### config.mk
export PLATFORM = sky130hd
export DESIGN_NAME = multiphase_clk_gen
export DESIGN_NICKNAME = d
export VERILOG_FILES = /design/src/rtl/multiphase_clk_gen.sv
export SDC_FILE = /design/constraint.sdc
export NUM_CORES = 1
export LEC_CHECK = 0
export BUFFER_PORTS_ARGS = -buffer_cell sky130_fd_sc_hd__buf_2
export CAP_MARGIN = 20
export CORE_MARGIN = 2
export CORE_UTILIZATION = 50
export DETAILED_ROUTE_END_ITERATION = 7
export GPL_TIMING_DRIVEN = 0
export PLACE_DENSITY = 0.71
export SYNTH_ARGS = -nofsm -noshare
export SYNTH_HDL_FRONTEND = slang
export SYNTH_SLANG_ARGS = --single-unit
### constraint.sdc
create_clock -name clk_i -period 4.9 [get_ports clk_i]
set_clock_uncertainty 0.05 [all_clocks]
set_input_delay 0.245 -clock clk_i [delete_from_list [all_inputs] [get_ports clk_i]]
set_output_delay 0.245 -clock clk_i [all_outputs]
set_load 0.01 [all_outputs]
### src/rtl/multiphase_clk_gen.sv
// Multi-phase clock generator: a prescaler ticks a Johnson counter whose
// true/complement bits form NUM_PHASES evenly spaced 50% phases.
module multiphase_clk_gen #(
  parameter int NUM_PHASES = 4,
  parameter int DIV_W      = 8,
  parameter int DIV_RST    = 0,
  parameter int SEL_W      = $clog2(NUM_PHASES)
) (
  input  logic                  clk_i,
  input  logic                  reset_i,
  input  logic                  en_i,
  input  logic                  cfg_load_i,
  input  logic [DIV_W-1:0]      div_in_i,
  input  logic [SEL_W-1:0]      phase_sel_i,
  output logic [NUM_PHASES-1:0] phase_o,
  output logic                  clk_out_o,
  output logic                  sync_o,
  output logic                  cfg_pending_o
);

  localparam int K = NUM_PHASES / 2;
  localparam logic [K-1:0] Q_LAST = K'(1) << (K - 1);

  logic [DIV_W-1:0]      cnt_q, cnt_d;
  logic [DIV_W-1:0]      div_q, div_d;
  logic [DIV_W-1:0]      pdiv_q, pdiv_d;
  logic [SEL_W-1:0]      sel_q, sel_d;
  logic [SEL_W-1:0]      psel_q, psel_d;
  logic                  pend_q, pend_d;
  logic [K-1:0]          q_q, q_d, q_shift;
  logic [NUM_PHASES-1:0] phase_q, phase_d;
  logic                  clk_out_q, clk_out_d;
  logic                  sync_q, sync_d;
  logic                  tick, wrap;

  generate
    if (K == 1) begin : g_k1
      assign q_shift = ~q_q;
    end else begin : g_kn
      assign q_shift = {q_q[K-2:0], ~q_q[K-1]};
    end
  endgenerate

  always_comb begin
    tick    = en_i && (cnt_q == div_q);
    wrap    = tick && (q_q == Q_LAST);
    cnt_d   = tick ? '0 : (en_i ? cnt_q + DIV_W'(1) : cnt_q);
    q_d     = tick ? q_shift : q_q;
    sync_d  = tick && (q_q == '0);

    div_d   = div_q;
    sel_d   = sel_q;
    pdiv_d  = pdiv_q;
    psel_d  = psel_q;
    pend_d  = pend_q;
    // A load landing on the wrap itself bypasses the pending stage.
    if (wrap) begin
      if (cfg_load_i) begin
        div_d = div_in_i;
        sel_d = phase_sel_i;
      end else if (pend_q) begin
        div_d = pdiv_q;
        sel_d = psel_q;
      end
      pend_d = 1'b0;
    end else if (cfg_load_i) begin
      pdiv_d = div_in_i;
      psel_d = phase_sel_i;
      pend_d = 1'b1;
    end

    phase_d = '0;
    for (int i = 0; i < K; i++) begin
      phase_d[i]     = q_d[i];
      phase_d[i + K] = ~q_d[i];
    end

    // Out-of-range selects match no index and leave clk_out low.
    clk_out_d = 1'b0;
    for (int i = 0; i < NUM_PHASES; i++) begin
      if (sel_d == SEL_W'(i)) clk_out_d = phase_d[i];
    end
  end

  always_ff @(posedge clk_i) begin
    if (reset_i) begin
      cnt_q     <= '0;
      q_q       <= '0;
      div_q     <= DIV_W'(DIV_RST);
      sel_q     <= '0;
      pdiv_q    <= '0;
      psel_q    <= '0;
      pend_q    <= 1'b0;
      phase_q   <= {{K{1'b1}}, {K{1'b0}}};
      clk_out_q <= 1'b0;
      sync_q    <= 1'b0;
    end else begin
      cnt_q     <= cnt_d;
      q_q       <= q_d;
      div_q     <= div_d;
      sel_q     <= sel_d;
      pdiv_q    <= pdiv_d;
      psel_q    <= psel_d;
      pend_q    <= pend_d;
      phase_q   <= phase_d;
      clk_out_q <= clk_out_d;
      sync_q    <= sync_d;
    end
  end

  assign phase_o       = phase_q;
  assign clk_out_o     = clk_out_q;
  assign sync_o        = sync_q;
  assign cfg_pending_o = pend_q;

endmodule

# Word-level counts from Yosys, hierarchy flattened
# Index checks and enable logic that the tools add are counted.
# totals
ff_bits,37
in_bits,14
out_inout_bits,7
# classes
n_addsub,1
eq_ne,5
muxes,10
bitwise_logic,4
reduce_logical,10
# op_table
operator,n
$mux 8,2
$add 8x1->8 const B,1
$eq 8x8->1,1
$mux 2,4
$eq 2x2->1 const B,3
$logic_not 2->1,2
$mux 1,4
$not 1->1,4
$reduce_and 2->1,2
$reduce_or 2->1,2
$logic_and 1x1->1,3
$eq 2x1->1 const B,1
$reduce_bool 2->1,1

# Logic depth before layout (Yosys ltp)
# depth
ltp_word,9
depth_mapped,7
ltp_nobuf,6

# Least setup slack after synthesis
# OpenSTA, ideal clock, no wires.
# synth_path
kind,register to register
from,register cnt_q[0]
to,register clk_out_q (netlist: clk_out_o)
setup_ps,127
arrival_time_ps,1675
setup_slack_ps,3048
path_stages_with_launch,7
period_less_slack_ps,1852
cell_sequence,dfxtp_1 > xnor2_1 > nand3_1 > nor4_4 > mux2_4 > a21oi_1 > nor3b_2
# synth_between
elab_chain_cells,9
elab_cells_between_ends,15
cone_classes,eq/ne (4); mux (6); bitwise (2); reduce/logical (3)
# synth_rtl
element,line,rtl
"start, declared",24,"logic [DIV_W-1:0] cnt_q, cnt_d;"
"start signal, assigned",98,cnt_q <= cnt_d;
$eq 8x8->1 (*),45,tick = en_i && (cnt_q == div_q);
$logic_and 1x1->1 (*),45,
$logic_and 1x1->1,46,wrap = tick && (q_q == Q_LAST);
$mux 2,57,if (wrap) begin
$logic_not 2->1,81,if (sel_d == SEL_W'(i)) clk_out_d = phase_d[i];
$mux 1 (3 in a row),81,
$mux 1 (*),81,
"end signal, assigned",106,clk_out_q <= clk_out_d;
"end, declared",32,"logic clk_out_q, clk_out_d;"
# Mark *: on every way between the ends. The rest lies on a longest branch, timed or not.
# A chain may end at the register's enable or synchronous reset.

# Final worst setup path
# layout_path
from,register cnt_q[0]
to,register pdiv_q[1]
# layout_between
elab_chain_cells,5
# layout_rtl
element,line,rtl
$eq 8x8->1,45,
$logic_and 1x1->1,45,
$logic_and 1x1->1,46,
$not 1->1 (no source line),-,
$reduce_and 2->1 (no source line),-,
"end signal, assigned",102,pdiv_q <= pdiv_d;
"end, declared",26,"logic [DIV_W-1:0] pdiv_q, pdiv_d;"
# No other way between the ends.

==> flow_summary.toml <==
[synthesis]
ys_dominant_reg_cell = "sky130_fd_sc_hd__dfxtp_1"
yosysUniqueCellTypes = 36
share_of_async_settable_or_async_resettable_flops_after_synthesis = 0
proportion_of_netlist_area_held_by_the_largest_area_contributor = 0.438
synth_edf_count = 0
synth_warnings = 0
synthesis.area_sq_um = 1600
synthTopCellsByArea = "sky130_fd_sc_hd__dfxtp_1 44%, sky130_fd_sc_hd__mux2i_1 13%, sky130_fd_sc_hd__nor2_1 8.0%"
postSynthCellCount = 161
synth_common_cells = "35 x sky130_fd_sc_hd__dfxtp_1, 34 x sky130_fd_sc_hd__nor2_1, 21 x sky130_fd_sc_hd__mux2i_1"
syn-num-nets = 176
synth.yosys.seq_area_share = 0.438
ys_seq_elements = 35
synth_area_per_cell_sq_um = 9.94
synthMostInstantiatedCell = "sky130_fd_sc_hd__dfxtp_1"
synth.largest_area_cell = "sky130_fd_sc_hd__dfxtp_1"

[sta]
timing.setup.tns_ns = 0
max_slew.worst_pin.slew_ns = 0.564
rsz0062_at_grt = "false"
fin_crit_sh = 0.427
worst_slew_margin_rel = 0.624
final-max-slew-violation-count = 0
setup_violations = 0
report.final.hold_viol_count = 0
final.min_clock_period_ns = 2.09
maxClockFrequency_mhz = 478

[power]
vdd_drop_max_mv = 0.180
power.total_uw = 532
cellLeakagePower_nw = 0.789
power-per-cell-area_nw_per_um2 = 295

[place]
globalplace.congestion = 0.793
placement.io_buffers = 19
dp.final_hpwl_um = 2090

[global_route]
grt_start_max_net_pins = 11
first_global_vias = 1199
global_route_wire_length_before_repair_um = 4940
antenna_violations_before_repair = 0
track_usage = 0.183
grt_overflow_total = 0

[cts]
path_clk_slew_ns = 0.11
cts_repair_resize_count = 0
number_of_buffers_added_to_fix_hold_violations_after_cts = 0
cts.htree.levels = 2
clockRootBuffer = "sky130_fd_sc_hd__clkbuf_4"
tritoncts_num_sinks = 35
tritoncts = "yes"
cts_made_buffers = 5
clkLatencyLatePin_ns = 0.35
post-cts-setup-buffer-count = 0
cts_buffer_depth = 2

[cells_and_area]
antenna_cells_inserted = 0
area_added_between_synthesis_and_finish_pct = 12.5
finish.net_count = 202
fillerInstances = 300
fraction_of_layout_instances_using_a_drive_strength_above_1 = 0.239

[hold_path]
worst_hold_path.endpoint = "pdiv_q[3]"
min-delay-start = "div_in_i[3]"
worst_hold_path_type = "in -> reg"
min_path_cells = 3

[routing]
postRouteWirelength_um = 2800
via_count = 1193
detailedRoute.firstIterationViolations = 27
drc = 0
ant_nets = 0
drtPass1Iterations = 3
routedWlPerCell_um = 12.1
route.detailed.vias_per_inst = 5.14

[floorplanning]
die_height_um = 60.6
rows = 20
core_area_sq_um = 3050
ioPinCount = 21
fp.dieW_um = 60.6
initial_utilization = 0.524
fp.dieArea_sq_um = 3670

[run_status]
run_status = "complete, no violations"

[worst_setup_path]
critPathLaunchType = "register"
reg2reg_slack_ns = 2.81
cp_data_required_time_ns = 5.08
critPathKind = "reg -> reg"
crit_path_start = "cnt_q[0]"
critical_path_arrival_ns = 2.27
worst_setup_path_end_kind = "register"
end_of_the_worst_register_to_register_path = "pdiv_q[1]"
cp_max_fo = 10
worst_r2r_startpoint = "cnt_q[0]"
worst-r2r-cell-count = 7

[job]
max_cap_violations = 0
[metal layers]
| metal | routed length [um] | track usage | up-vias |
|---|---|---|---|
| met5 | 0 | 0 | - |
| met4 | 57 | 0.0839 | 0 |
| met3 | 124 | 0.0597 | 8 |
| met2 | 1400 | 0.320 | 19 |
| met1 | 1220 | 0.201 | 558 |
| li1 | - | - | 608 |
[cell type report]
type / count / area (sq um) / share of cell area
repair buffers: 19 / 95.1 / 0.0528
clock inverters: 1 / 5.00 / 0.00278
well taps: 44 / 55.1 / 0.0306
clock buffers: 7 / 45.0 / 0.0250
flip-flops and latches: 35 / 701 / 0.389
multi-input cells: 117 / 853 / 0.474
inverters: 3 / 11.3 / 0.00625
plain buffers: 6 / 35.0 / 0.0195
[worst max path at each step]
stage                     depth (start not counted)         to  slack [ns]
after floorplan                                   6  clk_out_o        3.05
after global placement                            7  pdiv_q[6]        2.85
after detailed placement                          7  pdiv_q[1]        2.79
after CTS                                         7  pdiv_q[1]        2.78
after global routing                              7  pdiv_q[1]        2.60
final                                             7  pdiv_q[1]        2.81
[worst max-delay path: stages (launching register included)]
cell and delay [ns]:
sky130_fd_sc_hd__dfxtp_1 0.46, sky130_fd_sc_hd__xnor2_1 0.15, sky130_fd_sc_hd__nand3_1 0.26, sky130_fd_sc_hd__nor4_4 0.47, sky130_fd_sc_hd__or2b_2 0.20, sky130_fd_sc_hd__buf_8 0.15, sky130_fd_sc_hd__mux2i_1 0.20, sky130_fd_sc_hd__nor2_1 0.05
[state kept, by name (all words and copies together) (netlist names)]
name and flops:
cnt_q 8, div_q 8, pdiv_q 8, phase_o 3, psel_q 2, sel_q 2, cfg_pending_o 1, clk_out_o 1
q_q 1, sync_o 1
[through the flow]
step                      hold slack [ns]  std cells  cell area (sq um)  utilization  setup slack (ns)
after floorplan                     0.332        161               1600            -              3.05
after global placement              0.421        224               1750        0.573              2.85
after detailed placement            0.433        224               1750        0.573              2.79
after CTS                          0.0785        232               1800        0.590              2.78
after global routing               0.0874        232               1800        0.590              2.60
final                              0.0858        232               1800        0.590              2.81
[where the power goes]
group          total (mW)  internal [mW]  switching (mW)
Combinational      0.0735         0.0358          0.0377
Sequential          0.307          0.297         0.00993
Clock               0.151         0.0559          0.0952
Total               0.532          0.389           0.143
[cells by family (layout without fill, tap and decap cells)]
group / count (synthesis) / count (layout) / synth area share
fa+ha+maj: 1 / 1 / 0.00782
compound gates: 8 / 8 / 0.0360
xor+xnor: 15 / 15 / 0.0821
buf+inv: 9 / 36 / 0.0289
simple gates: 63 / 63 / 0.210
flops: 35 / 35 / 0.438
mux: 30 / 30 / 0.197
[cell usage in the layout, fill, tap and decap left out, drive strengths merged, types with 4 or more instances in the layout]
master / n
xnor2: 9
buf: 21
nand4: 4
mux2i: 21
nor2: 34
dfxtp: 35
mux2: 9
nand2: 7
xor2: 6
clkbuf: 11
Note: power is estimated with default switching activity, not from simulation.
